### src/rtl/pipe_ctrl.sv
// Y86 pipeline hazard/stall controller with memory-wait timeout and halt FSM.
// Optional stall/bubble performance counters are enabled by defining PIPE_CTRL_PERF_EN.
module pipe_ctrl #(
  parameter int RW    = 4,
  parameter int NSRC  = 2,
  parameter int TMO   = 15,
  parameter int CNT_W = 16
) (
  input  logic                 clk,
  input  logic                 rst_n,
  input  logic [3:0]           D_icode,
  input  logic [3:0]           E_icode,
  input  logic [3:0]           M_icode,
  input  logic [NSRC*RW-1:0]   d_src,
  input  logic [RW-1:0]        E_dstM,
  input  logic                 e_cond,
  input  logic                 m_hlt,
  input  logic                 m_in_inst,
  input  logic                 m_in_mem,
  input  logic                 w_hlt,
  input  logic                 w_in_inst,
  input  logic                 w_in_mem,
  input  logic                 mem_ready,
  output logic                 F_stall,
  output logic                 D_stall,
  output logic                 E_stall,
  output logic                 M_stall,
  output logic                 W_stall,
  output logic                 D_bubble,
  output logic                 E_bubble,
  output logic                 M_bubble,
  output logic                 W_bubble,
  output logic                 halted,
  output logic                 mem_tmo
`ifdef PIPE_CTRL_PERF_EN
  ,
  output logic [CNT_W-1:0]     stall_cnt,
  output logic [CNT_W-1:0]     bub_cnt
`endif
);

  localparam logic [RW-1:0] RNONE = {RW{1'b1}};
  localparam logic [7:0]    TMO8  = 8'(TMO);

  typedef enum logic [1:0] {RUN, MWAIT, HALT} state_e;

  state_e     state_q;
  logic [7:0] wcnt_q;
  logic       halted_q, tmo_q;

  logic [NSRC-1:0] src_hit;
  logic m_memop, e_load, load_use, mispred, ret_any, m_exc, w_exc, mem_wait;
  logic [7:0] wcnt_inc;

  for (genvar k = 0; k < NSRC; k++) begin : g_src
    assign src_hit[k] = (d_src[k*RW +: RW] == E_dstM);
  end

  assign m_memop  = M_icode inside {4'h4, 4'h5, 4'h8, 4'h9, 4'hA, 4'hB};
  assign e_load   = E_icode inside {4'h5, 4'hB};
  assign load_use = e_load && (E_dstM != RNONE) && (|src_hit);
  assign mispred  = (E_icode == 4'h7) && !e_cond;
  assign ret_any  = (D_icode == 4'h9) || (E_icode == 4'h9) || (M_icode == 4'h9);
  assign m_exc    = m_hlt | m_in_inst | m_in_mem;
  assign w_exc    = w_hlt | w_in_inst | w_in_mem;
  // Once ready arrives in MWAIT the access is complete, so that cycle runs normally.
  assign mem_wait = !mem_ready && ((state_q == MWAIT) || m_memop);
  assign wcnt_inc = wcnt_q + 8'd1;

  always_ff @(posedge clk or negedge rst_n) begin
    if (!rst_n) begin
      state_q  <= RUN;
      wcnt_q   <= '0;
      halted_q <= 1'b0;
      tmo_q    <= 1'b0;
    end else begin
      case (state_q)
        RUN: begin
          if (w_exc) begin
            state_q  <= HALT;
            halted_q <= 1'b1;
          end else if (m_memop && !mem_ready) begin
            state_q <= MWAIT;
            wcnt_q  <= '0;
          end
        end
        MWAIT: begin
          if (w_exc) begin
            state_q  <= HALT;
            halted_q <= 1'b1;
          end else if (mem_ready) begin
            state_q <= RUN;
          end else begin
            wcnt_q <= wcnt_inc;
            if (wcnt_inc == TMO8) begin
              state_q  <= HALT;
              halted_q <= 1'b1;
              tmo_q    <= 1'b1;
            end
          end
        end
        HALT:    ;
        default: state_q <= RUN;
      endcase
    end
  end

  always_comb begin
    F_stall  = 1'b0;
    D_stall  = 1'b0;
    E_stall  = 1'b0;
    M_stall  = 1'b0;
    W_stall  = 1'b0;
    D_bubble = 1'b0;
    E_bubble = 1'b0;
    M_bubble = 1'b0;
    W_bubble = 1'b0;
    if (!rst_n) begin
      F_stall = 1'b0;
    end else if (state_q == HALT) begin
      F_stall = 1'b1;
      D_stall = 1'b1;
      E_stall = 1'b1;
      M_stall = 1'b1;
      W_stall = 1'b1;
    end else begin
      if (w_exc) begin
        W_stall = 1'b1;
      end else if (mem_wait) begin
        F_stall  = 1'b1;
        D_stall  = 1'b1;
        E_stall  = 1'b1;
        M_stall  = 1'b1;
        W_bubble = 1'b1;
      end else if (load_use) begin
        F_stall  = 1'b1;
        D_stall  = 1'b1;
        E_bubble = 1'b1;
      end else if (mispred) begin
        // A ret already in M is on the correct path and still needs fetch held.
        D_bubble = 1'b1;
        E_bubble = 1'b1;
        F_stall  = (M_icode == 4'h9);
      end else if (ret_any) begin
        F_stall  = 1'b1;
        D_bubble = 1'b1;
      end
      if (m_exc || w_exc) begin
        M_bubble = 1'b1;
        M_stall  = 1'b0;
      end
    end
  end

  assign halted  = halted_q;
  assign mem_tmo = tmo_q;

`ifdef PIPE_CTRL_PERF_EN
  logic [CNT_W-1:0] stall_cnt_q, bub_cnt_q;
  logic             any_bub;

  assign any_bub = D_bubble | E_bubble | M_bubble | W_bubble;

  always_ff @(posedge clk or negedge rst_n) begin
    if (!rst_n) begin
      stall_cnt_q <= '0;
      bub_cnt_q   <= '0;
    end else if (state_q != HALT) begin
      if (F_stall && !(&stall_cnt_q)) stall_cnt_q <= stall_cnt_q + CNT_W'(1);
      if (any_bub && !(&bub_cnt_q))   bub_cnt_q   <= bub_cnt_q + CNT_W'(1);
    end
  end

  assign stall_cnt = stall_cnt_q;
  assign bub_cnt   = bub_cnt_q;
`endif

endmodule

### config.mk
export PLATFORM = sky130hd
export DESIGN_NAME = pipe_ctrl
export DESIGN_NICKNAME = d
export VERILOG_FILES = /design/src/rtl/pipe_ctrl.sv
export SDC_FILE = /design/constraint.sdc
export NUM_CORES = 1
export LEC_CHECK = 0
export CAP_MARGIN = 30
export CORE_ASPECT_RATIO = 0.6
export CORE_MARGIN = 3
export CORE_UTILIZATION = 25
export DETAILED_ROUTE_END_ITERATION = 10
export GPL_TIMING_DRIVEN = 0
export PLACE_DENSITY_LB_ADDON = 0.12
export REMOVE_ABC_BUFFERS = 1
export SYNTH_ARGS = -nofsm -noshare
export SYNTH_HDL_FRONTEND = slang
export SYNTH_SLANG_ARGS = --single-unit
### constraint.sdc
create_clock -name clk -period 2.2 [get_ports clk]
set_clock_uncertainty 0.05 [all_clocks]
set_input_delay 0.22 -clock clk [delete_from_list [all_inputs] [get_ports clk]]
set_output_delay 0.22 -clock clk [all_outputs]
set_load 0.03 [all_outputs]
## Word level (Yosys, flattened, before mapping)

Index checks and enable logic that the tools add are counted.

| word-level totals | value |
|---|---|
| register bits after elaboration | 12 |
| input port bits | 34 |
| output and inout port bits | 11 |

| operators by class | value |
|---|---|
| $add $sub $neg | 1 |
| equal/unequal tests | 26 |
| multiplexer cells | 55 |
| bitwise logic cells | 7 |
| reductions and logical operators | 20 |

Operator list:

| kind | count |
|---|---|
| 1-bit 2-to-1 mux | 43 |
| 8-bit 2-to-1 mux | 4 |
| 4-bit equality test (second input constant) | 7 |
| 4-bit by 3-bit equality test with 1-bit output (second input constant) | 4 |
| 8-bit case mux with 2 select lines | 1 |
| 2-bit 2-to-1 mux | 5 |
| 2-bit inequality test (second input constant) | 5 |
| 8-bit by 1-bit adder with 8-bit output (second input constant) | 1 |
| 4-bit equality test | 2 |
| 8-bit by 4-bit equality test with 1-bit output (second input constant) | 1 |
| 4-bit AND reduction | 2 |
| 3-bit inequality test (second input constant) | 2 |
| 2-bit case mux with 3 select lines | 1 |
| 6-bit nonzero test | 1 |
| 1-bit logical AND | 5 |
| 5-bit AND reduction | 1 |
| 1-bit logical OR | 4 |
| 4-bit by 3-bit inequality test with 1-bit output (second input constant) | 1 |
| 4-bit inequality test (second input constant) | 1 |
| 1-bit bitwise OR | 4 |
| 2-bit nonzero test | 2 |
| 3-bit by 2-bit inequality test with 1-bit output (second input constant) | 1 |
| 1-bit NOT | 3 |
| 3-bit AND reduction | 1 |
| 6 further kinds | 7 |

## Longest topological paths before layout

| depth | value |
|---|---|
| depth in word-level cells | 10 |
| gate-level depth with buffers | 6 |

## Least setup slack after synthesis

Ideal clock, no wire load.

| timing path | value |
|---|---|
| kind | input to output |
| start point | input port M_icode[1] |
| end point | output port M_stall |
| arrival | 1.808 ns |
| slack | 0.122 ns |
| stages | 4 |
| buffers on the path | 0 |
| path through | or3b_2 -> a311oi_1 -> o21a_1 -> nor2b_1 |

| between the ends | value |
|---|---|
| cells in the longest elaborated chain, start to end | 9 |
| elaborated cells on any way between the ends | 14 |
| classes of those cells | 6 x eq/ne; 5 x mux; 3 x reduce/logical |

RTL lines:

| item | line | RTL |
|---|---|---|
| start: declaration | 13 | `input logic [3:0] M_icode,` |
| 4-bit by 3-bit equality test with 1-bit output / 4-bit equality test (equally long branches) | 59 | `assign m_memop = M_icode inside {4'h4, 4'h5, 4'h8, 4'h9, 4'hA, 4'hB};` |
| 6-bit nonzero test * | 59 |  |
| 1-bit logical OR * | 67 | `assign mem_wait = !mem_ready && ((state_q == MWAIT) \|\| m_memop);` |
| 1-bit logical AND * | 67 |  |
| 1-bit 2-to-1 mux * | 129 | `end else if (mem_wait) begin` |
| 1-bit 2-to-1 mux * | 127 | `if (w_exc) begin` |
| 1-bit 2-to-1 mux * | 148 | `if (m_exc \|\| w_exc) begin` |
| 1-bit 2-to-1 mux * | 120 | `end else if (state_q == HALT) begin` |
| 1-bit 2-to-1 mux * | 118 | `if (!rst_n) begin` |
| end: declaration | 27 | `output logic M_stall,` |

Mark *: on every way between the ends. The rest lies on a longest branch, timed or not.

## Worst setup path after layout

| timing path | value |
|---|---|
| start point | input port E_dstM[0] |
| end point | output port D_bubble |

| between the ends | value |
|---|---|
| cells in the longest elaborated chain, start to end | 8 |
| elaborated cells on any way between the ends | 11 |
| classes of those cells | 3 x eq/ne; 5 x mux; 3 x reduce/logical |

RTL lines:

| item | line | RTL |
|---|---|---|
| start: declaration | 15 | `input logic [RW-1:0] E_dstM,` |
| 4-bit equality test / 4-bit inequality test (equally long branches) | 56, 61 |  |
| 2-bit OR reduction / 1-bit logical AND (equally long branches) | 61 | `assign load_use = e_load && (E_dstM != RNONE) && (\|src_hit);` |
| 1-bit logical AND * | 61 |  |
| 1-bit 2-to-1 mux * | 135 | `end else if (load_use) begin` |
| 1-bit 2-to-1 mux * | 129 |  |
| 1-bit 2-to-1 mux * | 127 |  |
| 1-bit 2-to-1 mux * | 120 |  |
| 1-bit 2-to-1 mux * | 118 |  |
| end: declaration | 29 | `output logic D_bubble,` |

Marks and branches as above.

==> flow_metrics.tcl <==
set metrics [dict create \
    status "completed" \
    gp_congestion 0.8818 \
    yosys.area.top_type_share_pct 30.38 \
    dp_hpwl_mm 2.480 \
    antenna_cells 0 \
    worst_slack_ns 0.06989 \
    start_util_pct 26.55 \
    topRoutingLayerUsed "met4" \
    cts_tree "built" \
    synthCells 114 \
    synth_seq_cells 12 \
    ys_types 41 \
    synthMuxAreaShare_pct 0 \
    die_x_um 87.18 \
    crit_required_ns 1.93 \
    vias 1039 \
    nets 197 \
    io-pin-count 45 \
    synth_ff_type "dfrtp_1" \
    power_density_nw_per_um2 383.5 \
    leakage_uw 0.0005773 \
    dieArea_um2 4769 \
    drtIter0Drc 37 \
    worst-endpoint-arrival_ns 1.86 \
    routed-wl-met2_mm 1.339 \
    yosysSeqAreaShare_pct 30.38 \
    period_needed_ns 2.130 \
    rr_endpoint "wcnt_q[6]$_DFFE_PN0P_" \
    slew_headroom_pct 54.94 \
    placementRows 17 \
    wire_per_inst_um 14.95 \
    dr.pass1.iters 4 \
    ff2ff_setup_slack_ns 0.14 \
    hold_viol_final 0 \
    r2r_cells 4 \
    path_clk_slew_ns 0.06 \
    hold_ws_ns 0.03971 \
    postCtsHoldBufs 0 \
    yosys_warnings 0 \
    clkLatencyLatePin_ns 0.24 \
    setup_viol 0 \
    min_path_type "in2async" \
    synth-simple-area-share_pct 30.89 \
    m1WireLength_mm 1.561 \
    cp-startpoint "E_dstM[0]" \
    finalMaxSlewViolations 0 \
    final_util_pct 41.55 \
    via_per_inst 5.019 \
    critPathLaunchType "input port" \
    die_h_um 54.71 \
    synthAdderAreaFrac_pct 2.532 \
    grt_use_total_pct 13.66 \
    dp_cells 203 \
    cts-htree-levels 1 \
    pre_cts_slack_ns -0.6379 \
    final-instance-count-excl-fill 207 \
    async_flop_share_pct 100.0 \
    grt_max_degree 18 \
    rr_startpoint "state_q[1]$_DFFE_PN0P_" \
    grt_pass1_vias 1020 \
    wl_met3_um 168 \
    maxCapViolations 0 \
    route.detailed.drc 0 \
    routed_wirelength_mm 3.094 \
    grt_first_pass_wirelength_mm 5.023 \
    grt_overflow 0 \
    fmax_mhz 469.5 \
    synth_top_family_by_area "simple AND/OR/NAND/NOR gates" \
    numCtsBuffers 3 \
    syn_area_per_cell_um2 8.671 \
    endpoint_kind "output port" \
    synth.largest_area_cell "dfrtp_1" \
    regArea_um2 300.3 \
    numPortBuffers 44 \
    tightest_slew_ns 0.6759 \
    grt_setup_unrepaired "no" \
    synth_xor_area_share_pct 9.747 \
    worstPathMaxFanout 4 \
    ant_nets 0 \
    multi_input_area_um2 699.4 \
    grt_antenna_before_repair 0 \
    synth_edf_count 0 \
    synth-compound-area-share_pct 23.67 \
    post-route-period-util_pct 96.82 \
    synthesis.area_um2 988.4 \
    syn_to_final_growth_pct 56.46 \
    cts.path.max_buffers 2 \
    vdd_ir_drop_max_mv 0.2943 \
    core-area_um2 3722 \
    clockRootBuffer "clkbuf_8" \
    drive_gt1_share_pct 13.13 \
    fill_cells 365 \
    yosys-top-cells-area "dfrtp_1 30%, xor2_1 7.1%, o21ai_0 4.1%, nand2b_1 3.8%, nand2_1 3.4%" \
    cts_sinks 12 \
    crit_type "in2out" \
]
[kinds of logic after synthesis]
| logic type | count (synthesis) |
|---|---|
| simple gates | 51 |
| compound gates | 33 |
| flops | 12 |
| xor+xnor | 11 |
| buf+inv | 5 |
| fa+ha+maj | 2 |
[cells in the final DEF, fill, tap and decap left out, types with 2 or more instances in the layout]
cell type / netlist / layout
dfrtp_1: 12 / 12
nand4_1: 3 / 3
o21ai_1: 3 / 3
nand4bb_1: 2 / 2
ha_1: 2 / 2
clkbuf_8: 0 / 4
nor2_1: 3 / 3
xor2_1: 8 / 8
nor4_2: 0 / 2
nor3_1: 5 / 4
a31oi_1: 2 / 2
a21oi_1: 5 / 5
inv_1: 3 / 3
o31ai_1: 2 / 2
clkdlybuf4s50_1: 0 / 34
xnor2_1: 3 / 3
nand2b_1: 6 / 6
and3_1: 2 / 2
buf_4: 0 / 2
or3_1: 3 / 3
o21bai_1: 2 / 2
o21ai_0: 8 / 8
nand3_1: 2 / 2
buf_2: 1 / 4
nand2_1: 9 / 9
dlymetal6s2s_1: 0 / 2
o211ai_1: 2 / 2
nor3b_1: 4 / 4
nor2b_1: 2 / 2
[metal layers]
metal	GRT usage [%]	vias to the layer above
li1	-	523
met1	19.25	485
met2	21.41	27
met3	3.910	4
met4	1.531	0
met5	0	-
[synth_stat cells (all sizes together), types with 3 or more instances]
library cell and instances:
nor3b 4, o21ai 11, or3 3, nand2 9, nor3 5, nor2 3
nand2b 6, a21oi 5, xor2 8, nand4 3, dfrtp 12, inv 3
xnor2 3, nor4 3
[registers in the layout, indices dropped and copies added, names as in the netlist]
| name | count |
|---|---|
| halted | 1 |
| state_q | 2 |
| mem_tmo | 1 |
| wcnt_q | 8 |
[power breakdown]
part | internal, uW | switching [uW] | leakage [uW]
Clock | 158 | 83.3 | 0.0000288
Combinational | 74.7 | 56.0 | 0.000391
Sequential | 221 | 0 | 0.000157
Total | 454 | 139 | 0.000577
[repair_timing]
item / 4_1_cts / 5_1_grt
gates resized for setup: 41 / 7
setup buffers: 0 / 0
endpoints found under the setup margin: 9 / 8
pin swaps: 0 / 2
[critical path, stage by stage]
cell	delay [ns]
clkdlybuf4s50_1	0.56
xor2_1	0.23
nor4_2	0.09
o2111ai_2	0.27
nor3b_1	0.25
buf_2	0.24
[stage by stage]
step	total power, uW	TNS (ns)	area (um^2)
3_5_place_dp	351.3	-4.314	1471
5_1_grt	619.5	0	1546
2_1_floorplan	262.7	0	972.2
4_1_cts	598.5	0	1538
3_3_place_gp	347.9	-3.996	1471
6_report	593.1	0	1546
[worst max path at each step]
stage	end	slack, ns	depth (start not counted)
finish	D_bubble	0.07	6
global route	D_bubble	0.008	6
CTS	F_stall	0.001	6
detailed placement	D_bubble	-0.64	6
global placement	D_bubble	-0.59	6
floorplan	M_stall	0.12	4
[final cells by class]
type,count,area share (%)
Clock buffer,4,3.560
Inverter,3,0.7282
Multi-Input combinational cell,97,45.23
Sequential cell,12,19.42
Tap cell,47,3.803
Timing Repair Buffer,44,27.27
(Power assumes the default switching activity.)
